**src/rtl/key_serializer.sv**
```systemverilog
// key_serializer: parallel-to-serial transmitter for the joypad key lines.
// Frame = START(1), D0..D7 (LSB first), even parity, STOP(0), each bit held
// CLKDIV clocks, with IDLE_GAP idle bit times (skey=0) between frames.
module key_serializer #(
    parameter int CLKDIV   = 16,
    parameter int IDLE_GAP = 4
) (
    input  logic       clk,
    input  logic       rst,
    input  logic [7:0] key,
    input  logic       en,
    output logic       skey,
    output logic       busy,
    output logic       frame_done
);
    localparam int               DIV_W    = $clog2(CLKDIV);
    localparam logic [DIV_W-1:0] DIV_LAST = DIV_W'(CLKDIV - 1);
    localparam logic [3:0]       GAP_LAST = 4'(IDLE_GAP - 1);

    typedef enum logic [2:0] {
        S_GAP,
        S_START,
        S_DATA,
        S_PARITY,
        S_STOP
    } state_t;

    state_t           state, state_nx;
    logic [DIV_W-1:0] div, div_nx;
    logic [3:0]       bitcnt, bitcnt_nx;
    logic [7:0]       shift, shift_nx;
    logic             par, par_nx;
    logic             skey_nx;
    logic             bit_end;

    assign bit_end    = (div == DIV_LAST);
    assign busy       = (state != S_GAP);
    assign frame_done = (state == S_STOP) && bit_end;

    // State, counters, snapshot and the registered line level.
    always_ff @(posedge clk or negedge rst) begin
        if (!rst) begin
            state  <= S_GAP;
            div    <= '0;
            bitcnt <= '0;
            shift  <= '0;
            par    <= 1'b0;
            skey   <= 1'b0;
        end else begin
            state  <= state_nx;
            div    <= div_nx;
            bitcnt <= bitcnt_nx;
            shift  <= shift_nx;
            par    <= par_nx;
            skey   <= skey_nx;
        end
    end

    // Next-state logic: every transition happens on a bit boundary, and the
    // line level for the new bit is loaded on that same edge.
    always_comb begin
        state_nx  = state;
        div_nx    = bit_end ? '0 : div + 1'b1;
        bitcnt_nx = bitcnt;
        shift_nx  = shift;
        par_nx    = par;
        skey_nx   = skey;
        case (state)
            S_GAP: begin
                if (bit_end && bitcnt == GAP_LAST) begin
                    // Gap complete: park at terminal count until en is seen.
                    div_nx = div;
                    if (en) begin
                        state_nx  = S_START;
                        div_nx    = '0;
                        bitcnt_nx = '0;
                        shift_nx  = key;
                        par_nx    = ^key;
                        skey_nx   = 1'b1;
                    end
                end else if (bit_end) begin
                    bitcnt_nx = bitcnt + 4'd1;
                end
            end
            S_START: begin
                if (bit_end) begin
                    state_nx  = S_DATA;
                    bitcnt_nx = '0;
                    skey_nx   = shift[0];
                    shift_nx  = shift >> 1;
                end
            end
            S_DATA: begin
                if (bit_end) begin
                    if (bitcnt == 4'd7) begin
                        state_nx = S_PARITY;
                        skey_nx  = par;
                    end else begin
                        bitcnt_nx = bitcnt + 4'd1;
                        skey_nx   = shift[0];
                        shift_nx  = shift >> 1;
                    end
                end
            end
            S_PARITY: begin
                if (bit_end) begin
                    state_nx = S_STOP;
                    skey_nx  = 1'b0;
                end
            end
            S_STOP: begin
                if (bit_end) begin
                    state_nx  = S_GAP;
                    bitcnt_nx = '0;
                    skey_nx   = 1'b0;
                end
            end
            default: begin
                state_nx = S_GAP;
                skey_nx  = 1'b0;
            end
        endcase
    end
endmodule

```
**config.mk**
```make
export PLATFORM = sky130hd
export DESIGN_NAME = key_serializer
export DESIGN_NICKNAME = d
export VERILOG_FILES = /design/src/rtl/key_serializer.sv
export SDC_FILE = /design/constraint.sdc
export NUM_CORES = 1
export LEC_CHECK = 0
export BUFFER_PORTS_ARGS = -buffer_cell sky130_fd_sc_hd__buf_2
export CAP_MARGIN = 20
export CORE_UTILIZATION = 35
export DETAILED_ROUTE_END_ITERATION = 16
export GPL_ROUTABILITY_DRIVEN = 0
export PLACE_DENSITY_LB_ADDON = 0.15
export SETUP_SLACK_MARGIN = 0.2
export SYNTH_ARGS = -nofsm -noshare
export SYNTH_HDL_FRONTEND = slang
export SYNTH_SLANG_ARGS = --single-unit
export TNS_END_PERCENT = 10
```
**constraint.sdc**
```tcl
create_clock -name clk -period 2.2 [get_ports clk]
set_clock_uncertainty 0.05 [all_clocks]
set_input_delay 0.66 -clock clk [delete_from_list [all_inputs] [get_ports clk]]
set_output_delay 0.66 -clock clk [all_outputs]
set_load 0.01 [all_outputs]
```
==> impl_metrics.ini <==
[drt]
routed_via_density = 5.088
routedWlPerCell_um = 13.70
dr.first_iter.drc_count = 44
firstDrtPassIters = 4
ant_nets = 0
vias = 987
wirelength_mm = 2.658
drc = 0

[yosys]
syn-num-nets = 130
ys_types = 38
async_reset_ff_share_pct = 100.0
avgSynthCellArea_um2 = 10.93
yosysSeqAreaShare_pct = 41.10
ys_warn_count = 0
synth_edf_count = 0
synthCells = 117
synthFlopType = dfrtp_1
ys_ff_latch = 21
syn_area_um2 = 1279

[sta]
fin_tns_setup_ns = 0
slew_headroom_pct = 67.96
hold_viol = 0
final.min_clock_period_ns = 1.991
grt_setup_unrepaired = yes
finalCritPeriodShare_pct = 90.51
drv_slew = 0
tightest_slew_ns = 0.4807
max_freq_mhz = 502.2
finalSetupViolCount = 0

[critical_path]
ff2ff_path_depth = 5
r2r_start = bitcnt[1]
cp_max_fo = 7
crit_path_top_delay_cell = dfrtp_2
r2r-end = bitcnt[3]
path_cells = buf_6 > nor2_4 > nand2_2 > nor2_2 > buf_2
path_class = reg -> out
setup.worst_path.start_class = flop
required_ns = 1.49
critPathArrivalTime_ns = 1.28
cpPeakStageDelay_ns = 0.45
endpoint_kind = primary output
reg2reg_slack_ns = 0.24

[global_routing]
grt-ovfl-total = 0
grt_usage_pct = 14.68
grt_pass1_vias = 977
grt_first_pass_wirelength_mm = 4.485
grt_start_max_net_pins = 22
antenna_found_initial = 0

[place]
placed_area_um2 = 1453
port-buffer-count = 13
dp.cells = 180
place_hpwl_mm = 1.928

[finish]
stdcell_area_um2 = 1643
diodes = 0
layout.nets = 162
fin_cells = 194
nFillCells = 329
final_layout_size_suffix_gt1_share_pct = 49.32
syn_to_final_growth_pct = 28.47

[clock_network]
clockBufferDepth = 2
cts.sinks = 21
clk_pin_slew_ns = 0.13
clk_latency_ns = 0.31
cts_hold_buf = 0
numCtsBuffers = 3
h-tree-depth = 1
cts_tree = yes
root_buffer = clkbuf_4

[die]
fp.dieH_um = 62.45
die_width_um = 62.45
num_io_pins = 14
core_um2 = 3416
rows = 21
die_area_um2 = 3899
initial_core_util_pct = 37.44

[run_status]
status = finished, final reports clean

[run]
drv_cap = 0

[power_and_ir_drop]
ir_drop_mv = 0.6771
p_leak_uw = 0.0006608
powerDensity_nw_per_um2 = 1157

[worst_hold_path]
hp-class = in -> async
[state kept, by name (all words and copies together) (netlist names)]
name    count
shift       8
div         4
state       3
bitcnt      4
par         1
skey        1
[cells in the mapped netlist (all sizes together) (2+ instances only)]
cell type	n	area, µm²
a21oi	5	25.02
a221o	2	20.02
a22o	2	17.52
a31oi	2	12.51
buf	4	25.02
dfrtp	21	525.5
ha	2	25.02
inv	3	11.26
mux2	18	202.7
nand2	8	30.03
nand2b	2	12.51
nand3	2	10.01
nor2	8	30.03
nor2b	3	18.77
nor4	2	18.77
o21ai	3	15.01
o31ai	2	25.02
or2	2	12.51
xnor2	9	78.83
[metrics by stage]
step           worst slack [ns]  hold slack (ns)  power [µW]  utilization [%]
3_5_place_dp             0.1350           0.4437        1525            42.53
6_report                 0.2089           0.2319        1901            48.10
4_1_cts                  0.1856           0.2411        1841            45.57
3_3_place_gp             0.1651           0.4338        1489            42.53
2_1_floorplan            0.2952           0.3144        1284                -
5_1_grt                  0.1390           0.2451        2049            48.10
[critical path, delay by kind of cell, from the launching register on]
kind                   cells  cell delay, ns
DFF                        1            0.45
buffers and inverters      2            0.27
and+or+nand+nor            3            0.25
[worst max-delay path by stage]
stage          slack [ns]  startpoint          to  cells past startpoint
2_1_floorplan        0.30          en    shift[0]                      4
3_3_place_gp         0.17          en    shift[4]                      6
3_5_place_dp         0.14          en    shift[6]                      6
4_1_cts              0.19    state[0]  frame_done                      5
5_1_grt              0.14    state[0]  frame_done                      5
6_report             0.21    state[0]  frame_done                      5
[repair_timing]
item / CTS / global route
resized for setup: 9 / 9
pin swaps: 1 / 3
setup buffers: 5 / 5
gates cloned: 0 / 0
endpoints found under the setup margin: 5 / 11
[final cells by class]
class / count / area, µm² / area share, %
well taps: 46 / 57.56 / 3.503
clock inverters: 1 / 7.507 / 0.4570
repair buffers: 32 / 234.0 / 14.24
flip-flops and latches: 21 / 528.0 / 32.14
inverters: 3 / 11.26 / 0.6855
multi-input cells: 88 / 782.0 / 47.60
clock buffers: 3 / 22.52 / 1.371
[cells by family after synthesis]
logic type	Yosys count	share of synthesized area (%)
flops	21	41.10
xor+xnor	9	6.165
buf+inv	8	3.130
fa+ha+maj	2	1.957
compound gates	24	16.24
simple gates	34	14.78
mux	19	16.63
[cells in the final DEF, fill, tap and decap left out, types with 2 or more instances in the layout]
master and instances:
a21oi_1 5, a221o_1 2, a22o_1 2, a31oi_1 2, buf_2 12, buf_4 16
buf_6 3, clkbuf_4 3, dfrtp_1 19, dfrtp_2 2, inv_1 3, mux2_2 18
nand2_1 7, nand2b_1 2, nor2_1 6, nor2b_1 3, o21ai_0 3, or2_2 2
xnor2_1 9
[where the power goes]
group	switching (µW)	leakage, µW	total, µW	internal, µW
clock	131	0.0000139	200	69.3
sequential	131	0.000249	677	546
combinational	421	0.000398	1020	602
total	683	0.000661	1900	1220
[layer usage]
layer | GRT usage [%] | share of wire, %
met1 | 19.01 | 48
met2 | 24.59 | 47
met3 | 3.467 | 4.0
met4 | 3.488 | 0.71
met5 | 0 | 0
(Power assumes the default switching activity.)
